$ cat src/rtl/vx_pipe_pkg.sv
// -----------------------------------------------------------------------------
// vx_pipe_pkg
//   Shared constants and helpers for the valid/ready pipeline slice
//   (vx_elastic_pipe, vx_skid_buffer).
//   No ports; imported with "import vx_pipe_pkg::*;".
// -----------------------------------------------------------------------------
package vx_pipe_pkg;

  // Number of beats the optional input skid buffer can hold.
  localparam int SKID_ENTRIES = 1;

  // Width of an occupancy counter for a pipe of 'depth' stages.
  // The counter must reach depth + SKID_ENTRIES, so $clog2(depth + 2)
  // covers every value including zero.
  function automatic int pipe_cntw(input int depth);
    return $clog2(depth + SKID_ENTRIES + 1);
  endfunction

endpackage : vx_pipe_pkg

$ cat src/rtl/vx_skid_buffer.sv
// -----------------------------------------------------------------------------
// vx_skid_buffer
//   One-entry skid buffer. Its upstream ready is a flop output, so no
//   combinational path runs from ready_out back to ready_in. When the
//   buffer is empty, beats pass straight through with no added latency.
//   If the consumer stalls while a beat is offered, that beat is parked.
//   A parked beat is always presented ahead of any new input.
//
// Ports
//   clk        in   1      clock, rising edge
//   reset      in   1      synchronous, active-high
//   valid_in   in   1      upstream payload valid
//   data_in    in   DATAW  upstream payload
//   ready_in   out  1      buffer empty: upstream may transfer this cycle
//   valid_out  out  1      payload available to the consumer
//   data_out   out  DATAW  payload to the consumer
//   ready_out  in   1      consumer accepts this cycle
// -----------------------------------------------------------------------------
module vx_skid_buffer
  import vx_pipe_pkg::*;
#(
  parameter int DATAW = 8
) (
  input  logic             clk,
  input  logic             reset,
  input  logic             valid_in,
  input  logic [DATAW-1:0] data_in,
  output logic             ready_in,
  output logic             valid_out,
  output logic [DATAW-1:0] data_out,
  input  logic             ready_out
);

  logic             full_q;
  logic [DATAW-1:0] hold_q;
  logic             park;

  // A beat is parked only when it is accepted from upstream (which
  // requires the buffer to be empty) and the consumer refuses it.
  assign park = !full_q && valid_in && !ready_out;

  always_ff @(posedge clk) begin
    if (reset) begin
      full_q <= 1'b0;
    end else if (full_q) begin
      if (ready_out) full_q <= 1'b0;
    end else if (park) begin
      full_q <= 1'b1;
    end
  end

  // NOTE: payload registers carry no reset; the qualifying valid/full flag
  // is what gets cleared, which keeps the wide datapath flops cheap.
  always_ff @(posedge clk) begin
    if (park) hold_q <= data_in;
  end

  assign ready_in  = !full_q;
  assign valid_out = full_q | valid_in;
  assign data_out  = full_q ? hold_q : data_in;

endmodule : vx_skid_buffer

$ cat src/rtl/vx_elastic_pipe.sv
// -----------------------------------------------------------------------------
// vx_elastic_pipe
//   A DEPTH-stage valid/ready pipeline with per-stage valid bits and
//   backpressure. Bubbles collapse whenever the consumer stalls. Beats
//   leave in arrival order and are never dropped or duplicated.
//   With REG_READY=1, a one-entry skid buffer sits at the input, so that
//   ready_in comes straight from a flop.
//
// Ports
//   clk        in   1      clock, rising edge
//   reset      in   1      synchronous, active-high
//   valid_in   in   1      upstream payload valid
//   data_in    in   DATAW  upstream payload
//   ready_in   out  1      pipe accepts data_in this cycle
//   valid_out  out  1      last stage holds a valid payload
//   data_out   out  DATAW  last-stage payload
//   ready_out  in   1      downstream accepts this cycle
//   count      out  CNTW   valid entries held (stages + skid)
//   empty      out  1      count == 0
// -----------------------------------------------------------------------------
module vx_elastic_pipe
  import vx_pipe_pkg::*;
#(
  parameter int DATAW     = 8,
  parameter int DEPTH     = 2,
  parameter int REG_READY = 0,
  parameter int CNTW      = pipe_cntw(DEPTH)
) (
  input  logic             clk,
  input  logic             reset,
  input  logic             valid_in,
  input  logic [DATAW-1:0] data_in,
  output logic             ready_in,
  output logic             valid_out,
  output logic [DATAW-1:0] data_out,
  input  logic             ready_out,
  output logic [CNTW-1:0]  count,
  output logic             empty
);

  // Stage-0 feed: either the raw input or the skid buffer's output.
  logic             s_valid;
  logic [DATAW-1:0] s_data;

  logic [DEPTH-1:0] v;
  logic [DEPTH-1:0] adv;
  logic [DATAW-1:0] d [DEPTH];

  // ---------------------------------------------------------------------------
  // Optional input skid buffer
  // ---------------------------------------------------------------------------
  if (REG_READY != 0) begin : g_skid
    vx_skid_buffer #(
      .DATAW (DATAW)
    ) u_skid (
      .clk       (clk),
      .reset     (reset),
      .valid_in  (valid_in),
      .data_in   (data_in),
      .ready_in  (ready_in),
      .valid_out (s_valid),
      .data_out  (s_data),
      .ready_out (adv[0])
    );
  end else begin : g_noskid
    // ready_in depends only on stage state and ready_out, never on valid_in.
    assign s_valid  = valid_in;
    assign s_data   = data_in;
    assign ready_in = adv[0];
  end

  // ---------------------------------------------------------------------------
  // Stages
  // ---------------------------------------------------------------------------
  for (genvar i = 0; i < DEPTH; i++) begin : g_stage
    logic             v_q;
    logic [DATAW-1:0] d_q;
    logic             v_nxt;
    logic [DATAW-1:0] d_nxt;

    // Stage i may load whenever there is a hole at or beyond it, or when the
    // last stage is draining. This is the unrolled form of
    // adv[i] = !v[i] | adv[i+1], with adv[DEPTH-1] = !v[DEPTH-1] | ready_out.
    assign adv[i] = ready_out | ~(&v[DEPTH-1:i]);

    if (i == 0) begin : g_head
      assign v_nxt = s_valid;
      assign d_nxt = s_data;
    end else begin : g_body
      assign v_nxt = v[i-1];
      assign d_nxt = d[i-1];
    end

    always_ff @(posedge clk) begin
      if (reset)       v_q <= 1'b0;
      else if (adv[i]) v_q <= v_nxt;
    end

    always_ff @(posedge clk) begin
      if (adv[i]) d_q <= d_nxt;
    end

    assign v[i] = v_q;
    assign d[i] = d_q;
  end

  assign valid_out = v[DEPTH-1];
  assign data_out  = d[DEPTH-1];

  // ---------------------------------------------------------------------------
  // Occupancy
  // ---------------------------------------------------------------------------
  // The counter tracks port-level handshakes, not the stage valid bits, so
  // that a beat parked in the skid buffer is included in the count.
  logic            in_xfer;
  logic            out_xfer;
  logic [CNTW-1:0] count_q;

  assign in_xfer  = valid_in  & ready_in;
  assign out_xfer = valid_out & ready_out;

  always_ff @(posedge clk) begin
    if (reset) begin
      count_q <= '0;
    end else if (in_xfer != out_xfer) begin
      count_q <= in_xfer ? count_q + CNTW'(1) : count_q - CNTW'(1);
    end
  end

  assign count = count_q;
  assign empty = (count_q == '0);

  // ---------------------------------------------------------------------------
  // Interface invariants
  // ---------------------------------------------------------------------------
  a_hold_stalled : assert property (@(posedge clk) disable iff (reset)
    (valid_out && !ready_out) |=> (valid_out && $stable(data_out)));

  a_count_bound : assert property (@(posedge clk) disable iff (reset)
    int'(count_q) <= DEPTH + REG_READY);

endmodule : vx_elastic_pipe
$ cat config.mk
export PLATFORM = sky130hd
export DESIGN_NAME = vx_elastic_pipe
export DESIGN_NICKNAME = d
export VERILOG_FILES = /design/src/rtl/vx_pipe_pkg.sv /design/src/rtl/vx_skid_buffer.sv /design/src/rtl/vx_elastic_pipe.sv
export SDC_FILE = /design/constraint.sdc
export NUM_CORES = 1
export LEC_CHECK = 0
export ABC_AREA = 1
export CORE_MARGIN = 4
export CORE_UTILIZATION = 44
export CTS_CLUSTER_DIAMETER = 100
export CTS_CLUSTER_SIZE = 12
export DETAILED_ROUTE_END_ITERATION = 10
export HOLD_SLACK_MARGIN = 0.08
export PLACE_DENSITY_LB_ADDON = 0.1
export SYNTH_ARGS = -nofsm -noshare
export SYNTH_HDL_FRONTEND = slang
export SYNTH_SLANG_ARGS = --single-unit
$ cat constraint.sdc
create_clock -name clk -period 2.55 [get_ports clk]
set_input_delay 0.765 -clock clk [delete_from_list [all_inputs] [get_ports clk]]
set_output_delay 0.765 -clock clk [all_outputs]
set_load 0.03 [all_outputs]
== Word level (Yosys, flattened, before mapping) ==
Index checks and enable logic that the tools add are counted.

* Register bits after elaboration: 20
* Latch bits: 0
* RAM bits: 0
* ROM bits: 0
* Output and inout port bits: 13
* Logic and storage cells: 17
* Memories kept: 0

* Add/subtract/negate cells: 2
* $mul: 0
* Div/mod/pow operators: 0
* Order comparisons: 0
* Equal/unequal tests: 1
* Shift operators: 0
* Multiplexer cells: 1
* Bitwise operators: 6
* Reductions and logical operators: 2

{| class="wikitable"
|+ Operators with widths
! cell !! number
|-
| $add A2 B1 Y2 const B || 1
|-
| $and A1 B1 Y1 || 2
|-
| $logic_not A2 Y1 || 1
|-
| $mux W2 || 1
|-
| $not A1 Y1 || 2
|-
| $or A1 B1 Y1 || 2
|-
| $reduce_and A2 Y1 || 1
|-
| $sub A2 B1 Y2 const B || 1
|-
| $ne A1 B1 Y1 || 1
|}

== Depth between registers and ports, before layout ==
* Word-level depth: 5
* Depth in mapped cells: 7
* Depth with buffers taken out: 7

== Least setup slack after synthesis ==
Ideal clock, no wire load.

* Kind: in2out
* From: input ready_out
* To: output ready_in
* Data arrival time: 1.121 ns
* Slack: 0.664 ns
* Stages on the path: 2
* Path buffers: 0
* Cell sequence: inv_1 > nand3_2

* Cells in the longest elaborated chain, start to end: 1

{| class="wikitable"
|+ Ends and longest elaborated chain
! what !! line !! text
|-
| start: declaration || vx_elastic_pipe.sv:36 || <nowiki>input logic ready_out,</nowiki>
|-
| $or A1 B1 Y1 || vx_elastic_pipe.sv:84 || <nowiki>assign adv[i] = ready_out | ~(&v[DEPTH-1:i]);</nowiki>
|-
| end: declaration || vx_elastic_pipe.sv:33 || <nowiki>output logic ready_in,</nowiki>
|}

Every way passes these cells.

== Worst setup path after layout ==
Ends and elaborated chain as after synthesis.

==> run_results.csv <==
group,metric,value,unit
setup_path,regToRegSetupSlack,1480,ps
routing,finalWirelength,1.07,mm
timing,hold_ws,427,ps
routing,drt_iter0_drc,4,
setup_path,crit_path_end_kind,"output port",
synthesis,synthCells,48,
synthesis,async_reset_ff_frac,0,
setup_path,cp.arrival,1570,ps
routing,vias,436,
setup_path,cpMaxStageDelayCell,"clkdlybuf4s50_1",
setup_path,worstSetupStartpointType,"input port",
cts,holdBufCountCts,0,
synthesis,ys_seq_elements,20,
final_layout,multiInputGateArea,101,um^2
final_layout,n_antenna_cell,0,
power,internal_power,0.481,mW
placed_design,dpl.hpwl,805,um
timing,maxSlewHeadroom,0.749,
synthesis,ys_warn_count,0,
cts,htree_levels,1,
floorplanning,row_count,14,
synthesis,synthesis.area,688,um^2
placed_design,dpl_cell_area,953,um^2
timing,fin_crit,2330,ps
job,max_cap_violations,0,
routing,drc,0,
setup_path,path_max_fanout,3,
timing,setup_viol,0,
final_layout,syn2layout_area_growth,42.4,%
timing,hold_viol_final,0,
synthesis,ys_seq_area_frac,0.815,
timing,fin_crit_sh,0.916,
placed_design,gp_congestion,0.740,
synthesis,yosysUniqueCellTypes,11,
cts,cts_buffer_depth,2,
power,switching_share,0.232,
final_layout,nNetsFinal,90,
routing,drt-pass1-iter-count,4,
timing,fmax,0.428,GHz
synthesis,syn_nets,60,
global_routing,grt_max_degree,12,
synthesis,synth-edff-count,16,
global_routing,grt_usage,0.124,
cts,cts_buffers,3,
cts,cts_sinks,20,
power,clockPowerShare,0.230,
power,ir_worst_vdd,0.000333,V
synthesis,yosysTopAreaCell,"edfxtp_1",
power,power_density,639,nW/um^2
outcome,status,"complete, no violations",
setup_path,required,1790,ps
timing,worstMarginPinSlew,376,ps
power,combinationalPowerShare,0.159,
global_routing,grt_pass1_vias,449,
final_layout,drive_gt1_frac,0.117,
cts,cts_setup_buffers,0,
placed_design,numPortBuffers,24,
timing,slew_violations,0,
synthesis,yosys.area.top_type_share,0.698,
setup_path,cp_num_buf_inv,3,
final_layout,nFillCells,104,
routing,viasPerCell,4.69,
cts,cts_tree,"yes",
timing,setup-tns-final,0,ps
floorplanning,dieArea,2260,um^2
synthesis,synth_commonest_cells,"edfxtp_1 (16), inv_1 (7), nand2_1 (5), nor2_1 (5)",
cts,insertion_delay,280,ps
synthesis,avgSynthCellArea,14.3,um^2
power,power,0.626,mW
final_layout,layoutNonFillerInstCount,93,
timing,skew,4.78,ps
floorplanning,core_area,1490,um^2
timing,grt_setup_unrepaired,"false",
routing,final_antenna_net_count,0,
cts,clkTransAtPathRegs,100,ps
setup_path,cp_cell_sequence,"clkdlybuf4s50_1 -> inv_1 -> nand3_2 -> buf_4",
global_routing,grt_pass1_wl,1.92,mm
global_routing,antenna_found_initial,0,
synthesis,ys_top_cells_by_area,"edfxtp_1 (70%), dfxtp_1 (12%), inv_1 (3.8%), a21oi_1 (2.9%), nand2_1 (2.7%)",
worst_hold_path,min_path_type,"flop to flop",
final_layout,final_area,980,um^2
floorplanning,die-width,47.5,um
floorplanning,io_pins,25,
floorplanning,die_h,47.5,um
synthesis,synthFlopType,"edfxtp_1",
floorplanning,start_util,0.462,
cts,cts-root-buf,"clkbuf_4",
routing,wire_per_inst,11.5,um
synthesis,yosysMostFrequentCell,"edfxtp_1",
power,switchingPower,0.145,mW
cts,cts-resized-gates,0,
power,p_leak,0.381,nW
setup_path,max_stage_delay,510,ps
global_routing,gr-total-overflow,0,
final_layout,regArea,561,um^2
setup_path,cp_top_family,"buffers and inverters",
setup_path,crit_type,"input port to output port",
placed_design,dp_cells,89,
power,p_seq_frac,0.612,
[path summary, 6_finish.rpt]
path | startpoint | endpoint | cells after the start
worst min-delay path | g_stage[0].d_q[5] | data_out[5] | 0
worst max register to register | valid_out | count[1] | 6
worst min register to register | g_stage[0].d_q[5] | data_out[5] | 0
worst max-delay path | ready_out | ready_in | 4
[power groups by stage]
stage	Clock (mW)	Sequential, mW	Combinational (mW)
after floorplan	0	0.416	0.0222
after global placement	0	0.390	0.0992
after detailed placement	0	0.390	0.0999
after CTS	0.154	0.383	0.100
after global routing	0.165	0.386	0.107
final	0.144	0.383	0.0992
[kinds of logic after synthesis]
| kind of cell | Yosys count | share of synthesized area |
|---|---|---|
| compound gates | 5 | 0.0364 |
| buf+inv | 7 | 0.0382 |
| flops | 20 | 0.815 |
| simple gates | 16 | 0.111 |
[final cells by class]
| type | instances | share of cell area |
|---|---|---|
| Sequential cell | 20 | 0.572 |
| Timing Repair Buffer | 25 | 0.250 |
| Multi-Input combinational cell | 21 | 0.103 |
| Clock buffer | 4 | 0.0268 |
| Inverter | 7 | 0.0268 |
| Tap cell | 16 | 0.0204 |
[registers in the layout (all words and copies together) (netlist names)]
register	flops
count	2
g_stage.v_q	1
data_out	8
g_stage.d_q	8
valid_out	1
[layer usage]
layer,vias to the layer above,track usage,wire length (um)
li1,222,-,-
met4,0,0.0323,0
met3,0,0.0414,87
met1,197,0.154,447
met2,17,0.209,531
met5,-,0,0
[placed cells by master, fill, tap and decap left out, drive strengths merged]
cell / count
inv: 7
clkbuf: 4
nor2: 6
clkdlybuf4s50: 23
nand3: 3
dfxtp: 4
o21ai: 1
edfxtp: 16
buf: 2
a21oi: 4
nand2: 7
[stage by stage]
step	worst slack (ps)	utilization
after global routing	169	0.658
after detailed placement	227	0.640
after global placement	230	0.640
after CTS	220	0.658
final	215	0.658
after floorplan	664	-
No activity file was read; power rests on OpenSTA's default activity.
==> patch (config.mk and constraints unchanged) <==
`DATAW` is set to 8 in 2 places; all go to 7.
--- a/src/rtl/vx_skid_buffer.sv
+++ b/src/rtl/vx_skid_buffer.sv
@@ -21,3 +21,3 @@
 #(
-  parameter int DATAW = 8
+  parameter int DATAW = 7
 ) (
--- a/src/rtl/vx_elastic_pipe.sv
+++ b/src/rtl/vx_elastic_pipe.sv
@@ -23,3 +23,3 @@
 #(
-  parameter int DATAW     = 8,
+  parameter int DATAW     = 7,
   parameter int DEPTH     = 2,
Ports: changed (resized data_in and data_out); port bits go from 25 to 23. No check against the original RTL was run, so the function may have changed too.
==> patch against the original RTL <==
  * Worst hold slack worse by 0.0011 ns
  * Wire length down 11%
  * Sequential cell count down 2
  * Cell area down 8.3%
  * Register-to-register slack worse by 0.05 ns
  * Clock skew up 0.0030 ns
  * Die area down 7.3%
  * Final cell count down 5.4%
  * Area after synthesis down 8.7%
  * Total power down 9.3%
  * Worst setup slack better by 0.0083 ns
  * Count of clock-buffer cells in the layout down 1
  * Critical endpoint unchanged
==> patch: results (changes against the original RTL) <==
met3 Use GR=3.95% (-0.18 points); detailed-placement wirelength estimate=725 um (-9.9%); met1 layer usage reported by global route=11.5% (-3.9 points); IO Port Bufs=22 (-8.3%); Static Leakage=0.353 nW (-7.5%); metal2 WL=453 um (-15%); result of the run=completed; final layout net count=85 (-5.6%); fmax=0.430 GHz (+0.36%); Reg2Reg Setup Slack=1.43 ns (-0.05 ns); average vias per placed instance=4.48 (-4.5%); DP Area=872 um^2 (-8.5%); Post-synth top cells=sky130_fd_sc_hd__edfxtp_1, sky130_fd_sc_hd__inv_1, sky130_fd_sc_hd__nand2_1, sky130_fd_sc_hd__nor2_1; mean instance size in the synthesized netlist=13.7 um^2 (-4.8%); number of cells in the design after placement=84 (-5.6%); number of enable flip-flop cells after synthesis=14 (-2); met3 wire length=81 um (-6.9%); Synth area leaders=sky130_fd_sc_hd__edfxtp_1, sky130_fd_sc_hd__dfxtp_1, sky130_fd_sc_hd__inv_1; Seq/Total Area, Yosys=79.7% (-1.8 points); Detailed Routing Iterations Pass 1=5 (+1); share of cells above drive strength 1=12.3% (+0.64 points); Iter 0 DRT Violations=8 (+4); switching portion of total power=23.3% (+0.11 points); worst setup timing slack at the placement stage=0.230 ns (+0.00362 ns); pin count of the biggest net entering global routing=11 (-1); wire length on met1=413 um (-7.6%); # fillers=97 (-6.7%); worst vdd rail ir drop=379 uV (+14%); Worst Skew=0.00773 ns (+0.00296 ns); layout overhead on the synthesized area=43.0%; Net Count, Synth=57 (-5.0%); worst rel slew slack=78.7% (+3.9 points); WHS=0.426 ns (-0.00110 ns); total wire length after detailed routing=948 um (-11%); vias in the first global route=375 (-16%)
==> patch: path summary, 6_finish.rpt <==
check                    start           to  depth (start not counted)
min reg2reg  g_stage[0].d_q[4]  data_out[4]                          0
min          g_stage[0].d_q[4]  data_out[4]                          0
max                  ready_out     ready_in                          4
max reg2reg          valid_out     count[1]                          7
==> patch: final cells by class <==
cell class	instances	area share [%]
well taps	15	2.09
clock inverters	1	0.418
clock buffers	3	2.51
multi-input cells	21	11.3
flip-flops and latches	18	55.7
inverters	7	2.92
repair buffers	23	25.1
==> patch: cells by family after synthesis <==
family | share of synthesized area [%]
DFF | 79.7
and+or+nand+nor | 12.2
AOI/OAI and AO/OA | 3.98
buffers and inverters | 4.18
==> patch: power by group through the flow <==
stage | clock, mW | sequential (mW) | combinational, mW
detailed placement | 0 | 0.351 | 0.0931
CTS | 0.137 | 0.344 | 0.0936
global placement | 0 | 0.350 | 0.0922
finish | 0.131 | 0.344 | 0.0926
global route | 0.153 | 0.346 | 0.0975
floorplan | 0 | 0.374 | 0.0220
